<file path="config.mk">
export PLATFORM = sky130hd
export DESIGN_NAME = mem_access_stage
export DESIGN_NICKNAME = d
export VERILOG_FILES = /design/src/rtl/mem_access_stage.sv
export SDC_FILE = /design/constraint.sdc
export NUM_CORES = 1
export LEC_CHECK = 0
export CORE_ASPECT_RATIO = 1.5
export CORE_MARGIN = 2
export CORE_UTILIZATION = 40
export CTS_CLUSTER_DIAMETER = 50
export DETAILED_ROUTE_END_ITERATION = 7
export PLACE_DENSITY = 0.85
export SLEW_MARGIN = 20
export SYNTH_ARGS = -nofsm -noshare
export SYNTH_HDL_FRONTEND = slang
export SYNTH_SLANG_ARGS = --single-unit
</file>
<file path="constraint.sdc">
create_clock -name clk -period 2.9 [get_ports clk]
set_input_delay 0.29 -clock clk [delete_from_list [all_inputs] [get_ports clk]]
set_output_delay 0.29 -clock clk [all_outputs]
set_load 0.02 [all_outputs]
</file>
<file path="src/rtl/mem_access_stage.sv">
// Memory-access stage behind the ALU: runs LW/SW against a req/ack data memory
// and hands R-type and load results to register-file writeback.
module mem_access_stage #(
  parameter int ADDR_W  = 10,
  parameter int TIMEOUT = 16
) (
  input  logic              clk,
  input  logic              rst,
  input  logic              in_valid,
  output logic              in_ready,
  input  logic [5:0]        opcode,
  input  logic [31:0]       alu_result,
  input  logic              alu_rw,
  input  logic [31:0]       store_data,
  input  logic [4:0]        dest_reg,
  output logic              mem_req,
  output logic              mem_we,
  output logic [ADDR_W-1:0] mem_addr,
  output logic [31:0]       mem_wdata,
  input  logic              mem_ack,
  input  logic [31:0]       mem_rdata,
  output logic              wb_valid,
  input  logic              wb_ready,
  output logic [4:0]        wb_reg,
  output logic [31:0]       wb_data,
  output logic              err
);

  localparam int TW = $clog2(TIMEOUT + 1);

  localparam logic [5:0] OP_RTYPE = 6'b000000;
  localparam logic [5:0] OP_LW    = 6'b100011;
  localparam logic [5:0] OP_SW    = 6'b101011;

  typedef enum logic [1:0] {
    IDLE     = 2'd0,
    MEM_WAIT = 2'd1,
    WB_HOLD  = 2'd2
  } state_t;

  state_t        state;
  state_t        state_nxt;
  logic [TW-1:0] timer_p0;
  logic [4:0]    ld_dest_p0;

  logic accept;
  logic is_mem;
  logic aligned;
  logic rtype_wb;
  logic timeout_hit;

  assign accept   = in_valid & in_ready;
  assign is_mem   = (opcode == OP_LW) || (opcode == OP_SW);
  assign aligned  = (alu_result[1:0] == 2'b00);
  assign rtype_wb = (opcode == OP_RTYPE) && alu_rw && (dest_reg != 5'd0);
  // An ack arriving in the last allowed cycle still completes the access.
  assign timeout_hit = (state == MEM_WAIT) && !mem_ack &&
                       (timer_p0 == TW'(TIMEOUT - 1));

  always_ff @(posedge clk or posedge rst) begin
    if (rst) begin
      state <= IDLE;
    end else begin
      state <= state_nxt;
    end
  end

  always_comb begin
    state_nxt = state;
    case (state)
      IDLE: begin
        if (accept) begin
          if (rtype_wb) begin
            state_nxt = WB_HOLD;
          end else if (is_mem && aligned) begin
            state_nxt = MEM_WAIT;
          end
        end
      end
      MEM_WAIT: begin
        if (mem_ack) begin
          // Loads into r0 complete the access but produce no writeback.
          state_nxt = (!mem_we && (ld_dest_p0 != 5'd0)) ? WB_HOLD : IDLE;
        end else if (timeout_hit) begin
          state_nxt = IDLE;
        end
      end
      WB_HOLD: begin
        if (wb_ready) begin
          state_nxt = IDLE;
        end
      end
      default: state_nxt = IDLE;
    endcase
  end

  // Handshake outputs decode straight from state so reset removes them at once.
  always_comb begin
    in_ready = (state == IDLE);
    mem_req  = (state == MEM_WAIT);
    wb_valid = (state == WB_HOLD);
  end

  always_ff @(posedge clk or posedge rst) begin
    if (rst) begin
      err        <= 1'b0;
      timer_p0   <= '0;
      mem_we     <= 1'b0;
      mem_addr   <= '0;
      mem_wdata  <= '0;
      ld_dest_p0 <= '0;
      wb_reg     <= '0;
      wb_data    <= '0;
    end else begin
      err <= (accept && is_mem && !aligned) || timeout_hit;

      if ((state == MEM_WAIT) && (state_nxt == MEM_WAIT)) begin
        timer_p0 <= timer_p0 + TW'(1);
      end else begin
        timer_p0 <= '0;
      end

      if (accept && rtype_wb) begin
        wb_reg  <= dest_reg;
        wb_data <= alu_result;
      end

      if (accept && is_mem && aligned) begin
        mem_we     <= (opcode == OP_SW);
        mem_addr   <= alu_result[ADDR_W+1:2];
        mem_wdata  <= store_data;
        ld_dest_p0 <= dest_reg;
      end

      if ((state == MEM_WAIT) && mem_ack && !mem_we) begin
        wb_reg  <= ld_dest_p0;
        wb_data <= mem_rdata;
      end
    end
  end

endmodule

</file>
# After elaboration in Yosys (flattened, before gate mapping)
# Index checks and enable logic that the tools add are counted.
# totals
reg_bits,93
input_bits,113
out_inout_bits,84
wordCells,54
# op_classes
addsub,1
n_eq_ne,6
n_mux,13
bitwise,1
reduce_logical,24
# op_table
cell,n
two-way mux 32 bit,2
two-way mux 5 bit,3
two-way mux 2 bit,7
logical AND 1 bit,13
"equality test 6 bit, second input constant",2
nonzero test 5 bit,2
zero test 6 bit,1
one-hot mux 2 bit (3 select lines),1
"adder 5 x 1 -> 5 bit, second input constant",1
"equality test 5 x 4 -> 1 bit, second input constant",1
"equality test 2 x 1 -> 1 bit, second input constant",2
zero test 2 bit,2
zero test 1 bit,3
"equality test 2 bit, second input constant",1
logical OR 1 bit,2
nonzero test 2 bit,1
bitwise AND 1 bit,1

# Longest topological paths before layout
# logic_depth
depth_word,10
depth_mapped,7

# Worst setup path before layout
# Ideal clock, no wire load.
# synth_timing
path_type,reg-to-reg
from,register state[1]
to,register ld_dest_p0[0]
setup_ns,0.125
arrival_time_ns,1.900
slack_ns,0.876
path_stages_with_launch,8
period_less_slack_ns,2.024
path_cell_list,dfrtp_1 -> nor2_2 -> nand3_1 -> or4_1 -> clkbuf_1 -> buf_4 -> buf_6 -> mux2_2
# synth_between
elab_chain_cells,4
# synth_lines
item,line,rtl
start: declaration,41,state_t state;
start signal: assignment,64,state <= state_nxt;
zero test 2 bit,99,in_ready = (state == IDLE);
via in_ready,10,"output logic in_ready,"
bitwise AND 1 bit,52,assign accept = in_valid & in_ready;
logical AND 1 bit (2 in a row),128,if (accept && is_mem && aligned) begin
end signal: assignment,132,ld_dest_p0 <= dest_reg;
end: declaration,44,logic [4:0] ld_dest_p0;
# The timed path passes the listed nets, and every way through them passes these cells.
# A chain may end at the register's enable or synchronous reset.

# Worst setup path after layout
# layout_timing
from,register state[1]
to,register mem_wdata[10]
# layout_between
elab_chain_cells,4
# layout_lines
item,line,rtl
zero test 2 bit,99,
bitwise AND 1 bit,52,
logical AND 1 bit (2 in a row),128,
end signal: assignment,131,mem_wdata <= store_data;
end: declaration,19,"output logic [31:0] mem_wdata,"
# No other way between the ends.

==> metrics.md <==
| Metric | Value |
|---|---|
| Layout Nets | `584` |
| Multiplexer area fraction after synthesis | `14.15%` |
| Sw power | `980.0 uW` |
| Setup Fix Bufs, Post-CTS | `0` |
| Max rail drop VDD | `0.3577 mV` |
| # resized after CTS | `0` |
| Total core area | `9254 um2` |
| Clock power frac | `33.7%` |
| Crit-path max FO | `27` |
| Cell Area, Synth | `3820 um2` |
| Buffers on Ports | `196` |
| Largest family of logic cells by synthesized area | `multiplexers` |
| Final max-slew violation count | `0` |
| Crit path launch type | `flop` |
| Clk_skew | `3.284 ps` |
| Initial core utilization | `41.28%` |
| Area fraction in compound gates after synthesis | `10.65%` |
| Sw frac | `26.30%` |
| TritonCTS Buffers | `9` |
| Distinct cell type count after synthesis | `28` |
| Root buf cell | `clkbuf_16` |
| Worst setup path start | `state[1]` |
| FMAX | `484.0 MHz` |
| CTS H-tree lvls | `3` |
| Sequential fraction of the synthesis area | `60.92%` |
| Slew of the pin with the lowest slew margin | `691.2 ps` |
| Detail Route Antenna Nets | `0` |
| Crit path arrival time | `2290 ps` |
| CP Class | `flop to flop` |
| Final Worst Setup Slack | `833.8 ps` |
| Final setup fails | `0` |
| Max-cap violations | `0` |
| CTS Buffer Depth | `2` |
| RSZ-0062 raised after global routing | `no` |
| Predominant post-synthesis flop cell | `dfrtp_1` |
| Worst reg2reg startpoint | `state[1]` |
| Vias in the first global route | `3160` |
| Reg clk slew, reported paths | `60 ps` |
| TritonCTS clock tree | `yes` |
| Synth Area in Adders | `0.6551%` |
| Top post-synthesis cells by area | `dfrtp_1 61%, mux2_2 14%, a221o_1 10%` |
| Synthesized area per cell | `13.99 um2` |
| Crit. End Element | `flop` |
| Via count | `3046` |
| Number of synthesized flops with an enable pin | `0` |
| First-pass GRT wire length | `16060 um` |
| Outcome | `finished clean` |
| Die W | `83.79 um` |
| FFs w/ async S/R, synth | `100.0%` |
| I/O pin cnt | `197` |
| Synth Net Count | `388` |
| Flop pwr share | `42.0%` |
| Commonest non-fill, non-tap cell in the layout | `clkdlybuf4s50_1` |
| Full die area | `10360 um2` |
| DRC | `0` |
| Leak pwr | `0.002795 uW` |
| Total track usage | `19.88%` |
| Antenna Cells | `0` |
| Number of synthesis warnings | `0` |
| P_int | `2747 uW` |
| Fin. Hold Viols | `0` |
| Die height | `123.7 um` |
| Drt wl/cell | `17.71 um` |
| Final Critical Period | `2066 ps` |
| Synth area leader | `dfrtp_1` |
| Most frequent cells in the layout | `196 x clkdlybuf4s50_1, 93 x dfrtp_1, 48 x mux2_2` |
| Detail Placement HPWL | `7667 um` |
| Vias per std cell | `5.198` |
| Setup_tns | `0 ps` |
| Dpl ws | `501.0 ps` |
| Post-CTS Hold Buffers | `0` |
| RD Place Congestion | `0.7418` |
| HP Class | `input port to async pin` |
| PD cells | `599.8 nW/um2` |
| Post-synth top area share | `60.92%` |
| Slew headroom | `53.86%` |
| Top Registers | `mem_wdata (32), wb_data (32), mem_addr (10)` |
| Area Growth Syn to Fin | `62.66%` |
| Yosys reg bits | `93` |
| Number of clock sinks | `93` |
| Congestion Overflow GR | `0` |
| Drt pass-1 iters | `4` |
| Initial drt markers | `127` |
| Gate power share | `24.3%` |
| Clk Latency, worst-skew pair | `340 ps` |
| Simple-gate share of the synthesized area | `9.728%` |
| Post-Syn Instances | `273` |
| Fin crit share | `71.25%` |
| CP required | `3120 ps` |
| Wirelength, routed | `10380 um` |
| Num rows | `43` |
| Largest net degree at the start of global routing | `39` |
| Share of cells above drive strength 1 | `16.24%` |
| Synth Area in XOR/XNOR | `0.4586%` |
| Initial antenna violation count | `0` |
[Yosys cell counts, types with 2 or more instances]
cell	instances
ha_1	2
mux2_2	48
or4_1	2
nand3_1	3
buf_6	4
dfrtp_1	93
nand2_1	3
and2_1	37
buf_1	3
buf_4	4
clkbuf_1	7
nor2_1	9
inv_1	5
a221o_1	38
and3_1	2
[per-layer routing]
metal,routed length [um],global-route usage [%],up-vias
met3,680,3.313,17
li1,-,-,1389
met4,243,8.770,0
met5,0,0,-
met2,5410,35.35,145
met1,4044,23.81,1495
[kinds of logic after synthesis]
group           after synthesis
xor+xnor                      2
simple gates                 64
mux                          48
buf+inv                      23
flops                        93
fa+ha+maj                     2
compound gates               41
[power groups by stage]
stage,Clock [uW],Sequential [uW],Combinational (uW)
floorplan,0,1770,180
global placement,0,1580,894
detailed placement,0,1580,916
CTS,1280,1560,915
global route,1330,1580,949
finish,1260,1560,905
[per-stage QoR]
step	hold slack, ps	area [um2]	utilization, %	total power (uW)	instances
after detailed placement	468.8	5889	63.64	2494	570
after CTS	408.1	6213	67.14	3761	586
final	380.9	6213	67.14	3727	586
after global placement	442.4	5889	63.64	2469	570
after floorplan	432.9	3820	-	1945	273
after global routing	437.1	6213	67.14	3860	586
[final cells by class]
cell class / instances / area [um2]
Fill cell: 691 / 3040
Clock buffer: 9 / 225.2
Inverter: 5 / 20.02
Sequential cell: 93 / 2327
Clock inverter: 7 / 98.84
Timing Repair Buffer: 203 / 2027
Multi-Input combinational cell: 157 / 1375
Tap cell: 112 / 140.1
[worst max-delay path: stages, from the launching register on]
cell	delay [ps]
dfrtp_1	390
nor2_2	170
nand3_1	130
or4_2	640
buf_4	280
mux2_2	320
[path summary, 6_finish.rpt]
path	end	slack, ps	depth (start not counted)
worst max-delay path	mem_wdata[10]	830	5
worst min-delay path	mem_wdata[3]	380	2
worst max register to register	mem_wdata[10]	830	5
worst min register to register	timer_p0[0]	480	1
max in group asynchronous	mem_wdata[23]	1770	3
min in group clk	timer_p0[0]	480	1
No activity file was read; power rests on OpenSTA's default activity.
